<file path="config.mk">
export PLATFORM = sky130hd
export DESIGN_NAME = arb_mux_rr
export DESIGN_NICKNAME = d
export VERILOG_FILES = /design/src/rtl/arb_mux_pkg.sv /design/src/rtl/arb_mux_rr_grant.sv /design/src/rtl/arb_mux_rr.sv
export SDC_FILE = /design/constraint.sdc
export NUM_CORES = 1
export LEC_CHECK = 0
export CAP_MARGIN = 40
export CORE_ASPECT_RATIO = 1.25
export CORE_UTILIZATION = 32
export DETAILED_ROUTE_END_ITERATION = 12
export GPL_TIMING_DRIVEN = 0
export PLACE_DENSITY = 0.83
export SLEW_MARGIN = 10
export SYNTH_ARGS = -nofsm -noshare
export SYNTH_HDL_FRONTEND = slang
export SYNTH_HIERARCHICAL = 1
export SYNTH_SLANG_ARGS = --single-unit
export TNS_END_PERCENT = 5
</file>
<file path="constraint.sdc">
create_clock -name clk -period 2.9 [get_ports clk]
set_input_delay 0.58 -clock clk [delete_from_list [all_inputs] [get_ports clk]]
set_output_delay 0.58 -clock clk [all_outputs]
set_load 0.01 [all_outputs]
</file>
<file path="src/rtl/arb_mux_pkg.sv">
// arb_mux_pkg: shared types and round-robin search helper for arb_mux_rr and rr_grant.
package arb_mux_pkg;
  localparam int MAX_N = 64;
  typedef enum logic {ST_IDLE, ST_LOCKED} state_e;
  typedef struct packed {
    logic       found;
    logic [5:0] idx;
  } rr_res_t;
  // Search starts just past ptr and wraps, so ptr itself has lowest priority.
  function automatic rr_res_t rr_next(input int n, input logic [5:0] ptr, input logic [MAX_N-1:0] req);
    rr_res_t r;
    int j;
    r = '0;
    for (int k = 1; k <= MAX_N; k++) begin
      if (k <= n) begin
        j = int'(ptr) + k;
        if (j >= n) j = j - n;
        if (!r.found && req[j]) begin
          r.found = 1'b1;
          r.idx = j[5:0];
        end
      end
    end
    return r;
  endfunction
endpackage

</file>
<file path="src/rtl/arb_mux_rr_grant.sv">
// rr_grant: combinational round-robin grant over req, searching upward from ptr+1.
module rr_grant
  import arb_mux_pkg::*;
#(
  parameter int N = 4,
  localparam int SEL_W = $clog2(N)
) (
  input  logic [SEL_W-1:0] ptr,
  input  logic [N-1:0]     req,
  output logic [SEL_W-1:0] grant,
  output logic             found
);
  rr_res_t r;
  assign r = rr_next(N, 6'(ptr), MAX_N'(req));
  assign grant = r.idx[SEL_W-1:0];
  assign found = r.found;
endmodule

</file>
<file path="src/rtl/arb_mux_rr.sv">
// arb_mux_rr: N-channel round-robin arbitrating mux with registered valid/ready output.
// Define ARB_MUX_LOCK_EN to honour in_lock burst locking; otherwise in_lock is ignored.
module arb_mux_rr
  import arb_mux_pkg::*;
#(
  parameter int WIDTH = 32,
  parameter int N = 4,
  localparam int SEL_W = $clog2(N)
) (
  input  logic               clk,
  input  logic               rst,
  input  logic [N-1:0]       in_valid,
  input  logic [N*WIDTH-1:0] in_data,
  input  logic [N-1:0]       in_lock,
  output logic [N-1:0]       in_ready,
  output logic               out_valid,
  output logic [WIDTH-1:0]   out_data,
  output logic [SEL_W-1:0]   out_sel,
  input  logic               out_ready
);
  logic [SEL_W-1:0] ptr_q, ptr_d, out_sel_q, out_sel_d, g_rr, g;
  logic [WIDTH-1:0] out_data_q, out_data_d;
  logic out_valid_q, out_valid_d, found_rr, found, can_load, accept;
  rr_grant #(.N(N)) u_grant (.ptr(ptr_q), .req(in_valid), .grant(g_rr), .found(found_rr));
`ifdef ARB_MUX_LOCK_EN
  state_e state_q, state_d;
  logic [SEL_W-1:0] owner_q, owner_d;
  logic locked;
  assign locked = state_q == ST_LOCKED;
  // While locked only the owner may be granted; an idle owner stalls everyone.
  assign g = locked ? owner_q : g_rr;
  assign found = locked ? in_valid[owner_q] : found_rr;
  always_comb begin
    state_d = state_q;
    owner_d = owner_q;
    if (accept && !locked && in_lock[g]) begin
      state_d = ST_LOCKED;
      owner_d = g;
    end else if (accept && locked && !in_lock[g]) begin
      state_d = ST_IDLE;
    end
  end
  always_ff @(posedge clk or posedge rst) begin
    if (rst) begin
      state_q <= ST_IDLE;
      owner_q <= '0;
    end else begin
      state_q <= state_d;
      owner_q <= owner_d;
    end
  end
`else
  logic unused_lock;
  assign unused_lock = ^in_lock;
  assign g = g_rr;
  assign found = found_rr;
`endif
  assign can_load = ~out_valid_q | out_ready;
  assign accept = found & can_load;
  assign in_ready = accept ? N'(1) << g : '0;
  always_comb begin
    out_valid_d = accept ? 1'b1 : (out_ready ? 1'b0 : out_valid_q);
    out_data_d = accept ? in_data[int'(g)*WIDTH +: WIDTH] : out_data_q;
    out_sel_d = accept ? g : out_sel_q;
    ptr_d = accept ? g : ptr_q;
  end
  always_ff @(posedge clk or posedge rst) begin
    if (rst) begin
      out_valid_q <= 1'b0;
      out_data_q <= '0;
      out_sel_q <= '0;
      ptr_q <= SEL_W'(N - 1);
    end else begin
      out_valid_q <= out_valid_d;
      out_data_q <= out_data_d;
      out_sel_q <= out_sel_d;
      ptr_q <= ptr_d;
    end
  end
  assign out_valid = out_valid_q;
  assign out_data = out_data_q;
  assign out_sel = out_sel_q;
endmodule

</file>
==> impl_metrics.csv, run 1 <==
group,metric,value,unit
status,status,"finished, violations left",
status,violations,"setup timing",
layout,nNetsFinal,503,
routing,wl_per_cell,17.87,um
timing,fin_setup_tns,-4.875,ns
timing,post-route-min-period,3.208,ns
setup_path,timing_worst_setup_path_type,"reg2out",
grt,gr-total-overflow,0,
synth,ys_seq_area_frac,0.3699,
layout,final_common_cell,"clkdlybuf4s50_1",
routing,wl,8.079,mm
timing,tightest_slew,0.8234,ns
die,die_w,81.22,um
die,die_h,101.0,um
place,gp_congestion,0.7163,
power,seqPwrFrac,0.141,
setup_path,arrival,2.63,ns
synth,syn_inst,161,
power,internal-power,4.481,mW
place,port-buffer-count,173,
timing,final_max_slew_viol_count,0,
clocking,ctsRootBufferMaster,"clkbuf_8",
grt,grt_start_max_net_pins,38,
grt,grt_pass1_vias,2769,
setup_path,crit_path_start_kind,"flip-flop",
setup_path,cp_max_fo,10,
synth,syn_nets,305,
timing,rsz0062_at_grt,"true",
layout,area_growth,93.17,%
clocking,cts_hold_buf,0,
power,clkPwrFrac,0.068,
routing,routed-via-count,2314,
die,io-pin-count,178,
layout,drive_gt1_frac,0.3917,
routing,vias_per_cell,5.119,
clocking,clk_latency,0.28,ns
synth,ys.flop_type,"dfrtp_1",
die,die_area,0.008204,mm^2
grt,antenna_found_initial,0,
clocking,clock-sinks,37,
clocking,cts-buffers-inserted,5,
synth,netlist_area,0.002510,mm^2
layout,n_fill_cell,580,
synth,synth_edf_count,0,
routing,drc,0,
synth,synth_cell_types,39,
die,rows,35,
synth,synth_top_cell_area_share,0.3490,
grt,grt_pass1_wl,12.68,mm
timing,max_freq,0.3117,GHz
synth,synth_top_area_cell,"dfrtp_1",
timing,finalCritPeriodShare,1.106,
synth,async_flop_share,1.000,
layout,utilization,0.6475,
place,dp.cells,426,
timing,relSlewSlack,0.4503,
layout,final_cell_mix,"clkdlybuf4s50_1, mux2_2, dfrtp_1",
timing,worst_clock_skew,0.002252,ns
power,switchingPower,2.406,mW
synth,syn_avg_cell_area,15.59,um^2
routing,drt_pass1_iterations,4,
place,dp_worst_setup_slack,-0.9145,ns
die,core-area,0.007488,mm^2
layout,antenna_cells,0,
timing,hold_slack,0.5087,ns
die,start_util,0.3352,
synth,ys_seq_elements,37,
power,ir_worst_vdd,0.7007,mV
timing,timing.final.ws_setup,-0.3082,ns
synth,ys_warn_count,6,
clocking,cts_tree,"yes",
setup_path,endpoint_kind,"output port",
routing,postRouteAntennaNets,0,
synth,synthTopCellsByArea,"dfrtp_1, mux4_2, mux2_2",
layout,finalNonFillerCells,452,
hold_path,min_path_type,"reg2reg",
timing,finalSetupViolCount,35,
setup_path,worst_ep_required_time,2.32,ns
place,dp_hpwl,6.268,mm
power,pwr_density_cell,1421,mW/mm^2
clocking,path_clk_slew,0.07,ns
power,p_leak,1.885,nW
power,p_sw_frac,0.3494,
grt,gr-usage-all-layers,0.2085,
clocking,clockBufferDepth,2,
routing,drtIter0Drc,44,
timing,hold_viol_final,0,
power,combPwrFrac,0.791,
clocking,htree_levels,2,
job,drv_cap,0,
[routing by layer]
layer  vias to the layer above  track usage  wire length (um)
met3                        23      0.05701               502
met4                         0       0.1085               266
li1                       1045            -                 -
met1                      1148       0.1915              2597
met5                         -            0                 0
met2                        98       0.4027              4712
[synthesized netlist by cell type, drive strengths merged, types with 2 or more instances]
cell,count
a211oi,2
clkbuf,2
nor3b,3
mux2i,3
nand2b,3
dfrtp,35
buf,11
mux4,33
dfstp,2
o21ai,2
ha,5
inv,3
nor3,2
mux2,37
[metrics by stage]
step	total power, mW	area (um^2)
global route	7.349	4848
floorplan	4.334	2569
finish	6.887	4848
global placement	5.584	4415
CTS	6.834	4797
detailed placement	5.731	4415
[kinds of logic (layout without fill, tap and decap cells)]
kind of cell    after synthesis  in the layout  share of synthesized area
mux                          73             73                     0.4786
simple gates                 18             18                    0.04637
buf+inv                      16            215                    0.04187
compound gates               12             12                    0.03838
flops                        37             37                     0.3699
fa+ha+maj                     5              5                    0.02493
[path summary, 6_finish.rpt]
check                              from            to  slack, ns  cells past startpoint
setup / recovery               ptr_q[0]   in_ready[3]      -0.31                     10
hold / removal             out_data[10]  out_data[10]       0.51                      1
setup reg to reg               ptr_q[0]  out_data[27]      -0.20                     11
hold reg to reg            out_data[10]  out_data[10]       0.51                      1
max in group asynchronous           rst  out_data[26]       1.61                      2
min in group asynchronous           rst  out_data[15]       0.77                      2
[power by group through the flow]
stage	clock network, mW	registers [mW]	logic, mW
floorplan	0	1.10	3.24
detailed placement	0	0.998	4.73
finish	0.467	0.970	5.45
global placement	0	0.984	4.60
global route	0.504	1.01	5.83
CTS	0.480	0.972	5.38
[final cells by class]
type                    instances  area [um^2]  share of cell area
repair buffers                191         1871              0.3858
multi-input cells             108         1644              0.3391
flip-flops and latches         37        928.4              0.1915
plain buffers                  13        162.7             0.03355
well taps                      92        115.1             0.02374
clock buffers                   7        86.33             0.01781
clock inverters                 1        30.03            0.006194
inverters                       3        11.26            0.002323
[critical path, cell delays in order (launching register included)]
cell	delay [ns]
dfstp_2	0.55
buf_6	0.12
inv_2	0.05
ha_4	0.30
a21bo_4	0.24
o22ai_2	0.20
a211oi_1	0.13
o21ai_2	0.24
buf_6	0.21
and4_4	0.23
buf_6	0.10
[flip-flops by register name, summed over array words and instances, names as in the netlist]
| name | cells |
|---|---|
| out_data | 32 |
| out_sel | 2 |
| out_valid | 1 |
| ptr_q | 2 |
[repair_timing]
action,CTS,global route
pin swaps,9,3
setup buffers,16,2
resized for setup,51,7
setup endpoints to repair,36,37
(Power assumes the default switching activity.)
==> inputs of run 2 (changes only) <==
--- a/config.mk
+++ b/config.mk
@@ -10,7 +10,7 @@
 export CORE_UTILIZATION = 32
 export DETAILED_ROUTE_END_ITERATION = 12
 export GPL_TIMING_DRIVEN = 0
-export PLACE_DENSITY = 0.83
+export PLACE_DENSITY = 0.87
 export SLEW_MARGIN = 10
 export SYNTH_ARGS = -nofsm -noshare
 export SYNTH_HDL_FRONTEND = slang
==> run 2 against run 1 <==
  * Wire length grew 0.51%
  * First-iteration DRC count grew 52%
  * Combinational power grew 6.6%
  * Largest power group unchanged
  * Critical path type unchanged
  * Die area is the same
  * Clock skew grew 0.0012 ns
  * Critical path depth is the same
  * Final cell count grew 0.66%
  * The flow still finishes with violations (setup timing)
  * Non-clock buffer count grew 4
  * Worst setup slack lost 0.055 ns
  * Highest routed layer unchanged
  * Global-route usage shrank 0.19 points
  * Sequential cell count is the same
==> impl_metrics.csv, run 2 (synthesis results as in run 1) <==
group,metric,value,unit
setup_path,r2r-end,"out_data[31]",
routing,drtIter0Drc,67,
timing,hold_viol_final,0,
setup_path,path_buf_inv,4,
setup_path,crit_path_start_kind,"flip-flop",
timing,rsz0062_at_grt,"true",
routing,wl_per_cell,17.85,um
power,pwr_density_cell,1453,mW/mm^2
layout,largest_reg_flops,32,
timing,max_freq,0.3064,GHz
timing,hold_slack,0.5061,ns
layout,final_cell_mix,"clkdlybuf4s50_1, dfrtp_1, mux4_2",
power,combPwrFrac,0.813,
place,dp_worst_setup_slack,-0.9008,ns
timing,finalSetupViolCount,30,
power,ir_worst_vdd,0.9171,mV
routing,drc,0,
power,seqPwrFrac,0.136,
timing,tightest_slew,0.7758,ns
place,dp_hpwl,6.185,mm
timing,relSlewSlack,0.4820,
setup_path,cp_max_fo,8,
timing,post-route-min-period,3.264,ns
status,violations,"setup timing",
clocking,clk_latency,0.28,ns
routing,postRouteAntennaNets,0,
timing,final_max_slew_viol_count,0,
layout,utilization,0.6563,
power,p_leak,1.923,nW
timing,timing.final.ws_setup,-0.3635,ns
routing,routed-via-count,2350,
routing,wl,8.120,mm
status,status,"finished, violations left",
power,switchingPower,2.496,mW
routing,drt_pass1_iterations,4,
grt,gr-usage-all-layers,0.2065,
die,rows,35,
routing,vias_per_cell,5.165,
die,io-pin-count,178,
setup_path,crit_chain,"buf_6 -> inv_4 -> ha_4 -> a21bo_4 -> o221a_4 -> o2111ai_1 -> o21ai_2 -> buf_6 -> nor3_2 -> buf_2",
grt,grt_start_max_net_pins,38,
die,die_h,101.0,um
clocking,clock-sinks,37,
power,p_sw_frac,0.3494,
setup_path,rrSetupSlack,-0.17,ns
power,internal-power,4.647,mW
setup_path,critPathMaxStageDelay,0.54,ns
setup_path,crit_family,"compound AO/OA/AOI/OAI gates",
setup_path,timing_worst_setup_path_type,"reg2out",
hold_path,min_path_type,"reg2reg",
clocking,cts-buffers-inserted,5,
job,drv_cap,0,
grt,grt_pass1_vias,2659,
place,port-buffer-count,173,
setup_path,reg2regPathDepth,11,
setup_path,worst_ep_required_time,2.32,ns
die,core-area,0.007488,mm^2
hold_path,min_from,"out_data[2]",
grt,gr-total-overflow,0,
layout,drive_gt1_frac,0.4022,
place,gp_congestion,0.8509,
setup_path,cpMostUsedCell,"buf_6",
grt,antenna_found_initial,0,
hold_path,hold_depth,1,
setup_path,endpoint_kind,"output port",
timing,worst_clock_skew,0.003497,ns
layout,antenna_cells,0,
timing,finalCritPeriodShare,1.125,
clocking,ctsRootBufferMaster,"clkbuf_8",
clocking,clockBufferDepth,2,
die,start_util,0.3352,
clocking,cts_tree,"yes",
die,die_w,81.22,um
layout,area_growth,95.81,%
clocking,path_clk_slew,0.07,ns
setup_path,cp_slowest_cell,"dfstp_2",
setup_path,rr_startpoint,"ptr_q[0]",
hold_path,holdPathEnd,"out_data[2]",
layout,nNetsFinal,507,
die,die_area,0.008204,mm^2
power,clkPwrFrac,0.050,
clocking,htree_levels,2,
setup_path,arrival,2.68,ns
layout,final_common_cell,"clkdlybuf4s50_1",
grt,grt_pass1_wl,12.43,mm
## run 2: stage by stage
| step | cell area (um^2) | TNS [ns] | instances | power, mW |
|---|---|---|---|---|
| after floorplan | 2569 | 0 | 161 | 4.334 |
| after global placement | 4415 | -11.18 | 426 | 5.591 |
| after detailed placement | 4415 | -12.91 | 426 | 5.717 |
| after CTS | 4730 | -3.770 | 450 | 6.665 |
| after global routing | 4915 | -8.657 | 455 | 7.624 |
| final | 4915 | -4.866 | 455 | 7.142 |
## run 2: worst register-to-register path, stage by stage (launching register included)
cell	delay [ns]
dfstp_2	0.54
buf_6	0.14
inv_4	0.05
ha_4	0.30
a21bo_4	0.25
o221a_4	0.25
o2111ai_1	0.24
o21ai_2	0.13
buf_12	0.18
buf_12	0.15
mux4_2	0.44
mux2_2	0.27
## run 2: repair_timing
item	CTS	global route
setup endpoints to repair	36	36
hold buffers	0	0
pin swaps	9	8
gates resized for setup	45	30
setup buffers	20	5
## run 2: worst max path at each step
stage	startpoint	endpoint	slack [ns]	depth (start not counted)
2_1_floorplan	ptr_q[0]	out_data[22]	0.00009	11
3_3_place_gp	in_valid[2]	in_ready[2]	-0.81	9
3_5_place_dp	in_valid[2]	in_ready[1]	-0.90	10
4_1_cts	ptr_q[0]	in_ready[1]	-0.26	10
5_1_grt	ptr_q[0]	in_ready[2]	-0.48	10
6_report	ptr_q[0]	in_ready[0]	-0.36	10
## run 2: area by class of cell
type / count / area (um^2)
inverter: 3 / 13.76
tap: 92 / 115.1
fill: 566 / 2574
clock buffer: 7 / 86.33
timing repair buffer: 196 / 1923
sequential: 37 / 928.4
buffer: 12 / 155.1
multi-input combinational: 108 / 1693
## run 2: power groups by stage
stage / Sequential [mW] / Combinational, mW / Clock (mW)
global route: 1.01 / 6.22 / 0.399
global placement: 0.979 / 4.61 / 0
floorplan: 1.10 / 3.24 / 0
finish: 0.975 / 5.81 / 0.359
CTS: 0.972 / 5.32 / 0.378
detailed placement: 0.993 / 4.72 / 0
## run 2: routing by layer
layer  track usage  up-vias  wire [um]
li1              -     1053          -
met1        0.2024     1178       2542
met2        0.4001      104       4910
met3       0.05701       15        501
met4       0.07418        0        165
met5             0        -          0
